### src/rtl/rom_frame_painter.sv
// Full-screen ROM-to-VGA blitter: sweeps one of four image ROMs in row-major order and
// plots one pixel per clock, delaying x/y/plot to line up with the ROM read latency.
module rom_frame_painter #(
    parameter int WIDTH       = 320,
    parameter int HEIGHT      = 240,
    parameter int ROM_LATENCY = 2,
    parameter int ADDR_W      = 17
) (
    input  logic              CLOCK_50,
    input  logic              reset_n,
    input  logic              start,
    input  logic [1:0]        img_sel,
    input  logic              abort,
    input  logic [8:0]        rom_q0,
    input  logic [8:0]        rom_q1,
    input  logic [8:0]        rom_q2,
    input  logic [8:0]        rom_q3,
    output logic [ADDR_W-1:0] rom_addr,
    output logic [8:0]        x,
    output logic [7:0]        y,
    output logic [8:0]        colour,
    output logic              plot,
    output logic              busy,
    output logic              done
);

    localparam int                N         = WIDTH * HEIGHT;
    localparam logic [ADDR_W-1:0] LAST_ADDR = ADDR_W'(N - 1);
    localparam logic [8:0]        LAST_COL  = 9'(WIDTH - 1);

    typedef enum logic [1:0] {IDLE, ISSUE, FLUSH, DONE} state_t;

    state_t state, next_state;

    logic [1:0]             sel;
    logic [8:0]             issue_col;
    logic [7:0]             issue_row;
    logic [ROM_LATENCY-1:0] pipe_valid;
    logic [8:0]             pipe_col [ROM_LATENCY];
    logic [7:0]             pipe_row [ROM_LATENCY];
    logic [8:0]             rom_word;
    logic [8:0]             colour_hold;
    logic                   accept;
    logic                   issuing;
    logic                   cancel;
    logic                   pipe_draining;

    always_ff @(posedge CLOCK_50 or negedge reset_n) begin
        if (!reset_n) state <= IDLE;
        else          state <= next_state;
    end

    // The final stage of the pipe is the plot register itself, so DONE is entered
    // once only that stage may still hold a pixel; done then follows the last plot.
    always_comb begin
        pipe_draining = 1'b0;
        for (int k = 0; k < ROM_LATENCY - 1; k++) pipe_draining = pipe_draining | pipe_valid[k];
    end

    always_comb begin
        next_state = state;
        case (state)
            IDLE, DONE: next_state = (start && !abort) ? ISSUE : IDLE;
            ISSUE: begin
                if (abort)                      next_state = IDLE;
                else if (rom_addr == LAST_ADDR) next_state = FLUSH;
            end
            FLUSH: begin
                if (abort)              next_state = IDLE;
                else if (!pipe_draining) next_state = DONE;
            end
            default: next_state = IDLE;
        endcase
    end

    always_comb begin
        busy    = (state == ISSUE) || (state == FLUSH);
        done    = (state == DONE);
        accept  = (state == IDLE || state == DONE) && start && !abort;
        issuing = (state == ISSUE) && !abort;
        cancel  = busy && abort;
    end

    // rom_addr stays put on abort and after the last address, so it never passes N-1.
    always_ff @(posedge CLOCK_50 or negedge reset_n) begin
        if (!reset_n) begin
            rom_addr  <= '0;
            issue_col <= '0;
            issue_row <= '0;
            sel       <= '0;
        end else if (accept) begin
            rom_addr  <= '0;
            issue_col <= '0;
            issue_row <= '0;
            sel       <= img_sel;
        end else if (issuing && rom_addr != LAST_ADDR) begin
            rom_addr <= rom_addr + ADDR_W'(1);
            if (issue_col == LAST_COL) begin
                issue_col <= '0;
                issue_row <= issue_row + 8'd1;
            end else begin
                issue_col <= issue_col + 9'd1;
            end
        end
    end

    // Coordinates only advance with a valid token, so x/y hold while plot is low.
    always_ff @(posedge CLOCK_50 or negedge reset_n) begin
        if (!reset_n) begin
            pipe_valid <= '0;
            for (int k = 0; k < ROM_LATENCY; k++) begin
                pipe_col[k] <= '0;
                pipe_row[k] <= '0;
            end
        end else begin
            pipe_valid[0] <= issuing;
            if (issuing) begin
                pipe_col[0] <= issue_col;
                pipe_row[0] <= issue_row;
            end
            for (int k = 1; k < ROM_LATENCY; k++) begin
                pipe_valid[k] <= pipe_valid[k-1] && !cancel;
                if (pipe_valid[k-1] && !cancel) begin
                    pipe_col[k] <= pipe_col[k-1];
                    pipe_row[k] <= pipe_row[k-1];
                end
            end
        end
    end

    always_comb begin
        case (sel)
            2'd0:    rom_word = rom_q0;
            2'd1:    rom_word = rom_q1;
            2'd2:    rom_word = rom_q2;
            default: rom_word = rom_q3;
        endcase
    end

    // The ROM word arrives from the ROM's own output register in the plot cycle.
    always_ff @(posedge CLOCK_50 or negedge reset_n) begin
        if (!reset_n)  colour_hold <= '0;
        else if (plot) colour_hold <= rom_word;
    end

    assign plot   = pipe_valid[ROM_LATENCY-1];
    assign x      = pipe_col[ROM_LATENCY-1];
    assign y      = pipe_row[ROM_LATENCY-1];
    assign colour = plot ? rom_word : colour_hold;

endmodule

### config.mk
export PLATFORM = sky130hd
export DESIGN_NAME = rom_frame_painter
export DESIGN_NICKNAME = d
export VERILOG_FILES = /design/src/rtl/rom_frame_painter.sv
export SDC_FILE = /design/constraint.sdc
export NUM_CORES = 1
export LEC_CHECK = 0
export BUFFER_PORTS_ARGS = -buffer_cell sky130_fd_sc_hd__buf_2
export CAP_MARGIN = 20
export CORE_ASPECT_RATIO = 0.5
export CORE_MARGIN = 2
export CORE_UTILIZATION = 40
export DETAILED_ROUTE_END_ITERATION = 8
export GPL_ROUTABILITY_DRIVEN = 0
export GPL_TIMING_DRIVEN = 0
export PLACE_DENSITY = 0.65
export REMOVE_ABC_BUFFERS = 1
export SLEW_MARGIN = 20
export SYNTH_ARGS = -nofsm -noshare
export SYNTH_HDL_FRONTEND = slang
export SYNTH_SLANG_ARGS = --single-unit
### constraint.sdc
create_clock -name CLOCK_50 -period 5.4 [get_ports CLOCK_50]
set_clock_uncertainty 0.15 [all_clocks]
set_input_delay 0.81 -clock CLOCK_50 [delete_from_list [all_inputs] [get_ports CLOCK_50]]
set_output_delay 0.81 -clock CLOCK_50 [all_outputs]
set_load 0.01 [all_outputs]
==> out/qor.csv <==
stage,metric,value,unit
timing,setup_viol,0,
grt,grt_max_degree,47,
route,drt_pre_antenna_iters,4,
setup_path,r2r-end,issue_col[7],
timing,hold_violations,0,
cells_and_area,num-nets-final,526,
yosys,syn-cell-area,4030,µm²
grt,grt-ovfl-total,0,
yosys,synthArstFlopShare,100,%
setup_path,reg2reg_depth,7,
yosys,syn_inst,411,
setup_path,start_kind,input pin,
route,first_iter_violations,183,
pwr,power.density,360,nW/µm²
clock_network,clock_sinks,83,
yosys,yosysWarnings,0,
worst_hold_path,hold_path.class,input pin to async pin,
clock_network,clk_latency,0.34,ns
setup_path,crit_type,input pin to flip-flop,
clock_network,htreeDepth,3,
cells_and_area,areaGrowthSynthToFinish,18.1,%
grt,antenna_found_initial,0,
place,portBuffers,87,
run,maxCapViolCount,0,
floorplan,core-area,9600,µm²
setup_path,critPathBufInv,3,
pwr,power.leakage,2.43,nW
yosys,avgSynthCellArea,9.80,µm²
clock_network,hold_buffers,0,
place,hpwlAfterDp,6110,µm
setup_path,reg2reg_from,state[1],
yosys,ys_types,44,
route,ant_nets,0,
route,drc,0,
timing,finalCritPeriodShare,63.4,%
cells_and_area,drive_above_1_share,26.7,%
cells_and_area,multi_input_area,1730,µm²
yosys,ys_seq_area_share,51.6,%
setup_path,critPathArrivalTime,3.53,ns
setup_path,cpMostUsedCell,inv_1,
timing,rsz0062_at_grt,false,
cells_and_area,register_area,2080,µm²
pwr,ir_drop,0.157,mV
setup_path,worstPathRequired,5.51,ns
setup_path,end_kind,flip-flop,
floorplan,dieArea,10900,µm²
yosys,synth_edf_count,0,
route,routed_wl,8720,µm
clock_network,cts_buffer_depth,2,
setup_path,rrSetupSlack,2.04,ns
cells_and_area,post-route-util,49.6,%
clock_network,post_cts_buffers,0,
clock_network,cts_tree,done,
clock_network,numCtsBuffers,9,
route,vias_per_cell,5.06,
cells_and_area,nFillCells,892,
grt,grt_pass1_wl,15000,µm
outcome,status,"finished, final reports clean",
grt,grtUsageTotal,17.7,%
floorplan,initial_core_util,42.0,%
timing,fmax,292,MHz
setup_path,max_stage_delay,0.92,ns
route,avgRoutedWirePerCell,14.1,µm
cells_and_area,antenna_cells,0,
timing,tightest_slew,0.995,ns
yosys,ys_ff_latch,83,
timing,tns,0,ns
timing,relSlewSlack,33.6,%
grt,first_global_vias,3026,
setup_path,crit_chain,buf_2 > inv_1 > nand2_1 > inv_1 > o21ai_2 > or4_1 > a21oi_1,
setup_path,crit_slowest_cell,inv_1,
floorplan,io_pins,88,
floorplan,die_x,146,µm
yosys,synth-main-ff-cell,dfrtp_1,
setup_path,path_delay_family,buffers and inverters,
timing,slew_violations,0,
clock_network,clk_pin_slew,0.06,ns
setup_path,cp_max_fo,30,
clock_network,ctsRootBufferMaster,clkbuf_16,
floorplan,core.rowCount,25,
floorplan,die_h,75.0,µm
clock_network,cts_resized,0,
route,num_vias,3124,
timing,period_needed,3.42,ns
## cell usage in the layout (no fill, tap or decap), drive strengths merged
| master | netlist | final |
|---|---|---|
| and3 | 4 | 4 |
| dfrtp | 83 | 83 |
| ha | 6 | 6 |
| mux4 | 9 | 9 |
| nand2b | 1 | 1 |
| or4 | 4 | 4 |
| nor3 | 4 | 4 |
| nor4 | 4 | 4 |
| o21a | 6 | 6 |
| mux2 | 9 | 9 |
| nand4b | 1 | 1 |
| or3 | 10 | 10 |
| o211ai | 7 | 7 |
| o31a | 1 | 1 |
| o21ai | 13 | 13 |
| nor4bb | 1 | 1 |
| a21oi | 18 | 18 |
| nand3 | 14 | 14 |
| inv | 7 | 7 |
| o31ai | 2 | 2 |
| o2111ai | 2 | 2 |
| a2bb2oi | 1 | 1 |
| nor3b | 1 | 1 |
| nor2b | 2 | 2 |
| nand4 | 4 | 4 |
| nor2 | 16 | 16 |
| and2 | 3 | 3 |
| o22ai | 1 | 1 |
| or2 | 1 | 1 |
| mux2i | 2 | 2 |
| xnor2 | 2 | 2 |
| clkbuf | 10 | 14 |
| clkinv | 1 | 3 |
| xor2 | 10 | 10 |
| buf | 23 | 89 |
| nand2 | 128 | 128 |
## Yosys cell counts (9+ instances only)
library cell / count / area (µm²)
dfrtp_1: 83 / 2080
clkbuf_1: 10 / 37.5
or3_1: 10 / 62.6
nand2_1: 128 / 480
mux2_2: 9 / 101
o21ai_0: 11 / 55.1
mux4_2: 9 / 203
xor2_1: 10 / 87.6
nand3_1: 14 / 70.1
a21oi_1: 18 / 90.1
buf_4: 17 / 128
nor2_1: 16 / 60.1
## flip-flops by register name, indices dropped and copies added (netlist names)
signal       flops
colour_hold      9
issue_col        9
issue_row        8
pipe_col         9
pipe_row         8
pipe_valid       2
rom_addr        17
sel              2
state            2
x                9
y                8
## cell type report
class                      count  area share, %
sequential                    83           43.6
multi-input combinational    287           36.4
clock buffer                  14           5.55
tap                          135           3.55
clock inverter                 2          0.210
timing repair buffer          89           10.0
inverter                       8          0.631
## where the power goes
part           switching (W)  internal, W
Sequential         0.0000725     0.000694
Combinational       0.000202     0.000180
Clock               0.000231     0.000335
## worst reg2reg max path, stage by stage, from the launching register on
cell and delay [ns]:
dfrtp_1 0.39, inv_1 0.08, ha_1 0.16, nand2_1 0.41
inv_1 0.93, o21ai_2 0.40, or4_1 0.60, a21oi_1 0.15
## how the worst max path moves through the flow
stage,to,depth (start not counted),slack (ns),from
after global placement,issue_col[7],7,1.60,abort
final,issue_col[7],7,1.98,abort
after global routing,issue_col[7],7,1.71,abort
after CTS,issue_col[7],7,1.92,abort
after detailed placement,issue_col[7],7,1.56,abort
after floorplan,issue_col[7],6,2.47,abort
## per-stage QoR
stage	cell area, µm²	worst slack [ns]	instances	hold WS (ns)	power (W)
6_report	4760	1.98	618	0.298	0.00171
5_1_grt	4760	1.71	618	0.336	0.00182
4_1_cts	4760	1.92	618	0.315	0.00174
3_5_place_dp	4490	1.56	602	0.305	0.00117
3_3_place_gp	4440	1.60	600	0.303	0.00115
2_1_floorplan	3830	2.47	378	0.289	0.00100
## metal layers
layer	vias to the layer above	share of wire (%)	routed length [µm]	track usage (%)
met1	1511	48	4170	23.0
li1	1524	-	-	-
met4	0	1.2	102	6.10
met5	-	0	0	0
met3	11	6.3	550	6.00
met2	78	45	3900	28.5
## kinds of logic (layout without fill, tap and decap cells)
group | Yosys count | count (layout) | synth area share [%]
AO/OA/AOI/OAI | 51 | 51 | 8.29
XOR/XNOR | 12 | 12 | 2.61
adder cells (fa/ha/maj) | 6 | 6 | 1.86
buffers and inverters | 41 | 113 | 5.56
flip-flops | 83 | 83 | 51.6
multiplexers | 20 | 20 | 8.04
AND/OR/NAND/NOR | 198 | 198 | 22.1
Power figures use the tool's default switching activity.
